$ cat src/rtl/serial_subtractor_pkg.sv
// Shared types for the bit-serial subtractor.
// Holds the FSM state encoding and a counter-width helper.
package serial_subtractor_pkg;

    typedef enum logic [1:0] {
        IDLE  = 2'b00,
        SHIFT = 2'b01,
        DONE  = 2'b10
    } state_t;

    // Bit counter width; a 1-bit counter is the floor for tiny widths.
    function automatic int cnt_width(input int w);
        return (w > 1) ? $clog2(w) : 1;
    endfunction

endpackage

$ cat src/rtl/full_subtractor.sv
// One-bit full subtractor cell (combinational).
// Ports: a, b, bin in; d = a-b-bin bit, bout = borrow out.
module full_subtractor (
    input  logic a,
    input  logic b,
    input  logic bin,
    output logic d,
    output logic bout
);

    assign d    = a ^ b ^ bin;
    assign bout = (~a & b) | (~(a ^ b) & bin);

endmodule

$ cat src/rtl/serial_subtractor.sv
// Bit-serial unsigned subtractor, LSB first, one bit per cycle.
// Ports: clk, rst (sync, active-high); in_valid/in_ready with a, b, bin;
// out_valid/out_ready with diff, bout (final borrow), ovf (signed overflow).
module serial_subtractor
    import serial_subtractor_pkg::*;
#(
    parameter int WIDTH = 8
) (
    input  logic             clk,
    input  logic             rst,
    input  logic             in_valid,
    output logic             in_ready,
    input  logic [WIDTH-1:0] a,
    input  logic [WIDTH-1:0] b,
    input  logic             bin,
    output logic             out_valid,
    input  logic             out_ready,
    output logic [WIDTH-1:0] diff,
    output logic             bout,
    output logic             ovf
);

    localparam int            CW   = cnt_width(WIDTH);
    localparam logic [CW-1:0] LAST = CW'(WIDTH - 1);

    state_t           state;
    state_t           state_nx;
    logic [WIDTH-1:0] a_sr;
    logic [WIDTH-1:0] b_sr;
    logic [WIDTH-1:0] res_sr;
    logic [CW-1:0]    cnt;
    logic             borrow;
    logic             sign_a;
    logic             sign_b;
    logic             load;
    logic             step;
    logic             d_bit;
    logic             b_bit;

    full_subtractor u_fs (
        .a    (a_sr[0]),
        .b    (b_sr[0]),
        .bin  (borrow),
        .d    (d_bit),
        .bout (b_bit)
    );

    // Handshake outputs depend on state only, never on in_valid/out_ready.
    always_comb begin
        state_nx  = state;
        in_ready  = 1'b0;
        out_valid = 1'b0;
        load      = 1'b0;
        step      = 1'b0;
        unique case (state)
            IDLE: begin
                in_ready = 1'b1;
                if (in_valid) begin
                    load     = 1'b1;
                    state_nx = SHIFT;
                end
            end
            SHIFT: begin
                step = 1'b1;
                if (cnt == LAST) begin
                    state_nx = DONE;
                end
            end
            DONE: begin
                out_valid = 1'b1;
                if (out_ready) begin
                    state_nx = IDLE;
                end
            end
            default: state_nx = IDLE;
        endcase
    end

    always_ff @(posedge clk) begin
        if (rst) begin
            state <= IDLE;
        end else begin
            state <= state_nx;
        end
    end

    always_ff @(posedge clk) begin
        if (rst) begin
            a_sr   <= '0;
            b_sr   <= '0;
            res_sr <= '0;
            cnt    <= '0;
            borrow <= 1'b0;
            sign_a <= 1'b0;
            sign_b <= 1'b0;
        end else if (load) begin
            a_sr   <= a;
            b_sr   <= b;
            res_sr <= '0;
            cnt    <= '0;
            borrow <= bin;
            sign_a <= a[WIDTH-1];
            sign_b <= b[WIDTH-1];
        end else if (step) begin
            a_sr   <= {1'b0, a_sr[WIDTH-1:1]};
            b_sr   <= {1'b0, b_sr[WIDTH-1:1]};
            // New bit enters at the MSB; after WIDTH steps bit 0 is the LSB.
            res_sr <= {d_bit, res_sr[WIDTH-1:1]};
            borrow <= b_bit;
            // Hold at LAST so the counter never wraps mid-operation.
            if (cnt != LAST) begin
                cnt <= cnt + 1'b1;
            end
        end
    end

    assign diff = res_sr;
    assign bout = borrow;
    assign ovf  = (sign_a ^ sign_b) & (res_sr[WIDTH-1] ^ sign_a);

endmodule
$ cat config.mk
export PLATFORM = sky130hd
export DESIGN_NAME = serial_subtractor
export DESIGN_NICKNAME = d
export VERILOG_FILES = /design/src/rtl/serial_subtractor_pkg.sv /design/src/rtl/full_subtractor.sv /design/src/rtl/serial_subtractor.sv
export SDC_FILE = /design/constraint.sdc
export NUM_CORES = 1
export LEC_CHECK = 0
export ABC_AREA = 0
export CAP_MARGIN = 10
export CORE_MARGIN = 2
export CORE_UTILIZATION = 43
export DETAILED_ROUTE_END_ITERATION = 7
export PLACE_DENSITY = 0.82
export SYNTH_ARGS = -nofsm -noshare
export SYNTH_HDL_FRONTEND = slang
export SYNTH_SLANG_ARGS = --single-unit
$ cat constraint.sdc
create_clock -name clk -period 1.3 [get_ports clk]
set_input_delay 0.26 -clock clk [delete_from_list [all_inputs] [get_ports clk]]
set_output_delay 0.26 -clock clk [all_outputs]
set_load 0.02 [all_outputs]
* Yosys cells after proc, flatten, opt, wreduce, memory -nomap -nowiden *
Cells that the tools add are included.

storage, ports and cells
  RAM bits = 0
  register bits = 32
  memories kept = 0
  memory bits (read-only) = 0
  word-level logic and storage cells = 46
  bits in latches = 0

operators by class
  add/sub/neg operators = 1
  bitwise operators = 10
  equality and inequality tests = 7
  order comparisons = 0
  shifts and indexed selects = 0
  multiplexer cells = 15
  multiply operators = 0
  reductions and logical operators = 5
  divide/modulo/power cells = 0

operator list
  cell                   number
  $mux W8                4
  $mux W1                7
  $mux W2                3
  $ne A2 B2 Y1 const B   3
  $pmux W2 S3            1
  $xor A1 B1 Y1          4
  $add A3 B1 Y3 const B  1
  $and A1 B1 Y1          3
  $eq A3 B3 Y1 const B   1
  $ne A3 B3 Y1 const B   1
  $reduce_and A3 Y1      1
  $eq A2 B1 Y1 const B   1
  $eq A2 B2 Y1 const B   1
  $logic_not A2 Y1       1
  $not A1 Y1             2
  $reduce_and A2 Y1      1
  $reduce_bool A2 Y1     1
  $reduce_or A2 Y1       1
  $or A1 B1 Y1           1

* Longest topological paths before layout *
Gate-level depths: netlist of run 1.

  word-level depth = 6
  gate-level depth with buffers = 5
  mapped depth without buffers = 5

* Modules after synthesis *
Synthesis of run 1 repeated with hierarchy kept, for this count alone.

second synthesis, totals
  cell total of the unflattened synthesis = 182
  area, all modules = 1,443.9 um2

modules (own cells, without submodules)
  module             instances  cells each  area an instance (um2)
  serial_subtractor  1          178         1,412.6
  full_subtractor    1          4           31.3

* Worst setup path after synthesis of run 1 *
OpenSTA, ideal clock, no wires.

  path kind = register to output
  from = register res_sr[7], in the netlist diff[7]
  to = output port ovf
  path buffers = 0
  cell stages (with the launch flop) = 3
  data required time = 1,040 ps
  data arrival time = 1,029 ps
  path slack = 11 ps
  path through = dfxtp_1 nand2_1 o21ai_0

on the way
  cells in the longest elaborated chain, start to end = 2

RTL lines
  element                 line                      source
  start, declared         serial_subtractor.sv:30   logic [WIDTH-1:0] res_sr;
  start signal, assigned  serial_subtractor.sv:108  res_sr <= {d_bit, res_sr[WIDTH-1:1]};
  $xor A1 B1 Y1           serial_subtractor.sv:119  assign ovf = (sign_a ^ sign_b) & (res_sr[WIDTH-1] ^ sign_a);
  $and A1 B1 Y1           serial_subtractor.sv:119
  end, declared           serial_subtractor.sv:20   output logic ovf

Every way passes these cells.

* Final worst setup path of run 1 *
  from = register sign_b
  to = output port ovf

on the way
  cells in the longest elaborated chain, start to end = 2

RTL lines
  element                 line                      source
  start, declared         serial_subtractor.sv:34   logic sign_b;
  start signal, assigned  serial_subtractor.sv:103  sign_b <= b[WIDTH-1];
  $xor A1 B1 Y1           serial_subtractor.sv:119
  $and A1 B1 Y1           serial_subtractor.sv:119

Every way passes these cells.

==> results of run 1 <==
==> kinds of logic after synthesis <==
family / share of synthesized area
compound gates: 0.241
xor+xnor: 0.00637
simple gates: 0.178
flops: 0.466
fa+ha+maj: 0.0328
buf+inv: 0.0609
mux: 0.0146
==> area by class of cell <==
type                    count  area, sq um  share of cell area
multi-input cells         110          733               0.366
flip-flops and latches     32          654               0.326
repair buffers             56          495               0.247
well taps                  44         55.1              0.0274
clock buffers               6         41.3              0.0206
inverters                   4         21.3              0.0106
clock inverters             1         5.00             0.00250
==> worst reg2reg max path: stages (launching register included) <==
cell,delay [ps]
dfxtp_4,410
buf_8,130
buf_4,130
o21bai_1,70
buf_4,160
a221oi_2,270
==> Yosys cell counts (3+ instances only) <==
cell        n
dfxtp_1    32
nor2_1     23
nand2_1    21
a211oi_1   14
a21oi_1    11
o22ai_1    11
o21ai_0     4
buf_2       3
clkbuf_1    3
inv_1       3
nand2b_1    3
o2bb2ai_1   3
==> per-stage QoR <==
step,hold slack (ps),util,std cells,TNS (ps)
final,477,0.657,253,0
after global routing,467,0.657,253,-171
after CTS,475,0.602,243,-39.5
after detailed placement,464,0.583,233,-7240
after global placement,442,0.583,233,-5990
after floorplan,338,-,155,0
==> power groups by stage <==
stage          registers, uW  clock network (uW)  logic (uW)
2_1_floorplan           1100                   0         195
3_3_place_gp            1090                   0         326
3_5_place_dp            1090                   0         335
4_1_cts                 1070                 533         340
5_1_grt                 1090                 589         436
6_report                1080                 525         400
==> flip-flops by register name (all words and copies together), names as in the netlist <==
name    cells
state       2
diff        8
sign_a      1
sign_b      1
bout        1
cnt         3
a_sr        8
b_sr        8
==> what timing repair did <==
item,4_1_cts,5_1_grt
setup buffers,3,7
pin swaps,2,7
cloned,0,3
resized for setup,37,44
endpoints found under the setup margin,16,40
==> routing by layer <==
metal,vias to the layer above,track usage
met5,-,0
met4,0,0.0621
met3,4,0.0768
met2,50,0.348
met1,613,0.195
li1,656,-
==> worst max-delay path by stage <==
stage | slack [ps] | end | depth (start not counted) | from
floorplan | 10 | ovf | 2 | diff[7]
global placement | -240 | cnt[0] | 4 | in_valid
detailed placement | -310 | cnt[0] | 4 | in_valid
CTS | -40 | ovf | 4 | sign_b
global route | -90 | ovf | 4 | sign_b
finish | 5 | ovf | 4 | sign_b
==> flow_summary_export.csv, run 1 <==
group,metric,value,unit
placement,place_worst_setup_slack,-310,ps
job,cap_violations,0,
floorplan,ios,33,
grt,grt-ovfl-total,0,
power_and_ir_drop,p_sw,546,uW
critical_path,rr_endpoint,"bout",
drt,wirelength_met1,1.44,mm
floorplan,coreArea,3050,sq um
drt,firstDrtPassIters,4,
worst_hold_path,min_from,"diff[0]",
floorplan,rows,20,
clocking,cts_sinks,32,
drt,dr_total_vias,1323,
critical_path,cp.buffers_inverters,1,
critical_path,cp_top_family,"flip-flops",
power_and_ir_drop,power_frac_seq,0.538,
timing,worst_pin_slew,245,ps
timing,max_slew_margin,0.837,
grt,grt_first_pass_wirelength,5.11,mm
timing,setup_ws,4.73,ps
drt,ant_nets,0,
cells_and_area,mostFrequentLayoutCell,"dfxtp_1",
outcome,status,"finished clean",
clocking,cts_root_buf,"clkbuf_4",
power_and_ir_drop,clockPowerShare,0.262,
yosys,async_flop_share,0,
worst_hold_path,hold_end,"diff[0]",
grt,antenna_found_initial,0,
cells_and_area,nFillCells,257,
yosys,synth_area,1380,sq um
grt,grt_max_degree,22,
clocking,hold_buffers,0,
clocking,clk_latency,330,ps
timing,drv_slew,0,
cells_and_area,drive_above_1_share,0.335,
drt,highest_layer,"met4",
clocking,h-tree-depth,2,
critical_path,required,1040,ps
grt,grt_pass1_vias,1237,
yosys,synth_nets,179,
drt,drc_errors,0,
placement,dp_hpwl,2.17,mm
floorplan,initial_core_util,0.450,
power_and_ir_drop,total_power,2000,uW
clocking,clockBufferDepth,2,
critical_path,critPathCaptureType,"output port",
power_and_ir_drop,combPwrFrac,0.200,
cells_and_area,area_growth,45.9,%
yosys,syn_avg_cell_area,8.87,sq um
yosys,synth_top_cell_area_share,0.466,
drt,routed_wl,3.42,mm
floorplan,die_y,60.6,um
critical_path,reg2reg_from,"state[0]",
yosys,yosys_warnings,0,
critical_path,path_cells,"nor2_2 -> nand2_1 -> o21ai_1 -> buf_4",
cells_and_area,antenna_cells,0,
placement,place_area,1780,sq um
critical_path,r2r_setup_slack,50,ps
drt,wl_per_cell,13.5,um
critical_path,reg2reg_depth,5,
clocking,cts_tree,"done",
cells_and_area,finalInstanceArea,2010,sq um
power_and_ir_drop,p_leak,0.000791,uW
timing,period_minus_slack,1300,ps
floorplan,dieArea,3670,sq um
clocking,cts_inserted_buffers,5,
critical_path,worst-setup-path-type,"reg2out",
timing,period_share,0.996,
drt,drt_iter0_drc,54,
critical_path,path_max_fanout,3,
yosys,synth-seq-cells,32,
power_and_ir_drop,power_density,998,nW/um^2
timing,finalSetupViolations,0,
critical_path,crit_path_top_delay_cell,"dfxtp_2",
floorplan,die_w,60.6,um
yosys,ys.flop_type,"dfxtp_1",
yosys,yosys.area.top_type,"dfxtp_1",
worst_hold_path,hold-path-cell-count,2,
timing,hold_viol_final,0,
placement,gp_congestion,0.771,
critical_path,crit_arrival,1040,ps
yosys,synth_cell_type_count,28,
grt,grt_util_all_layers,0.189,
yosys,synth_edf_count,0,
cells_and_area,fin_nets,233,
clocking,path_clk_slew,100,ps
drt,met2WireLength,1.75,mm
drt,wl_met3,204,um
critical_path,cp_slowest_stage_delay,340,ps
power_and_ir_drop,ir_drop,0.000685,V
cells_and_area,final_cell_mix,"dfxtp_1, buf_4, nand2_1, nor2_1, clkdlybuf4s50_1",
power_and_ir_drop,p_sw_frac,0.273,
timing,fmax,0.772,GHz
yosys,synthCells,155,
timing,rsz0062_at_grt,"true",
worst_hold_path,hp-class,"reg2reg",
timing,clock-skew-final,8.70,ps
drt,vias_per_cell,5.23,
yosys,synth_area_leaders,"dfxtp_1, a211oi_1, nor2_1",
power_and_ir_drop,p_int,1460,uW
placement,port-buffer-count,32,
critical_path,startpoint_type,"register",
yosys,ys_seq_area_frac,0.466,
No activity file was read; power rests on OpenSTA's default activity.
==> run 2, diff against run 1 <==
--- a/config.mk
+++ b/config.mk
@@ -9,6 +9,7 @@
 export CAP_MARGIN = 10
 export CORE_MARGIN = 2
 export CORE_UTILIZATION = 43
+export CTS_CLUSTER_SIZE = 10
 export DETAILED_ROUTE_END_ITERATION = 7
 export PLACE_DENSITY = 0.82
 export SYNTH_ARGS = -nofsm -noshare
==> results of run 2 <==
No change in the layout: final DEF, timing and power equal those of run 1.
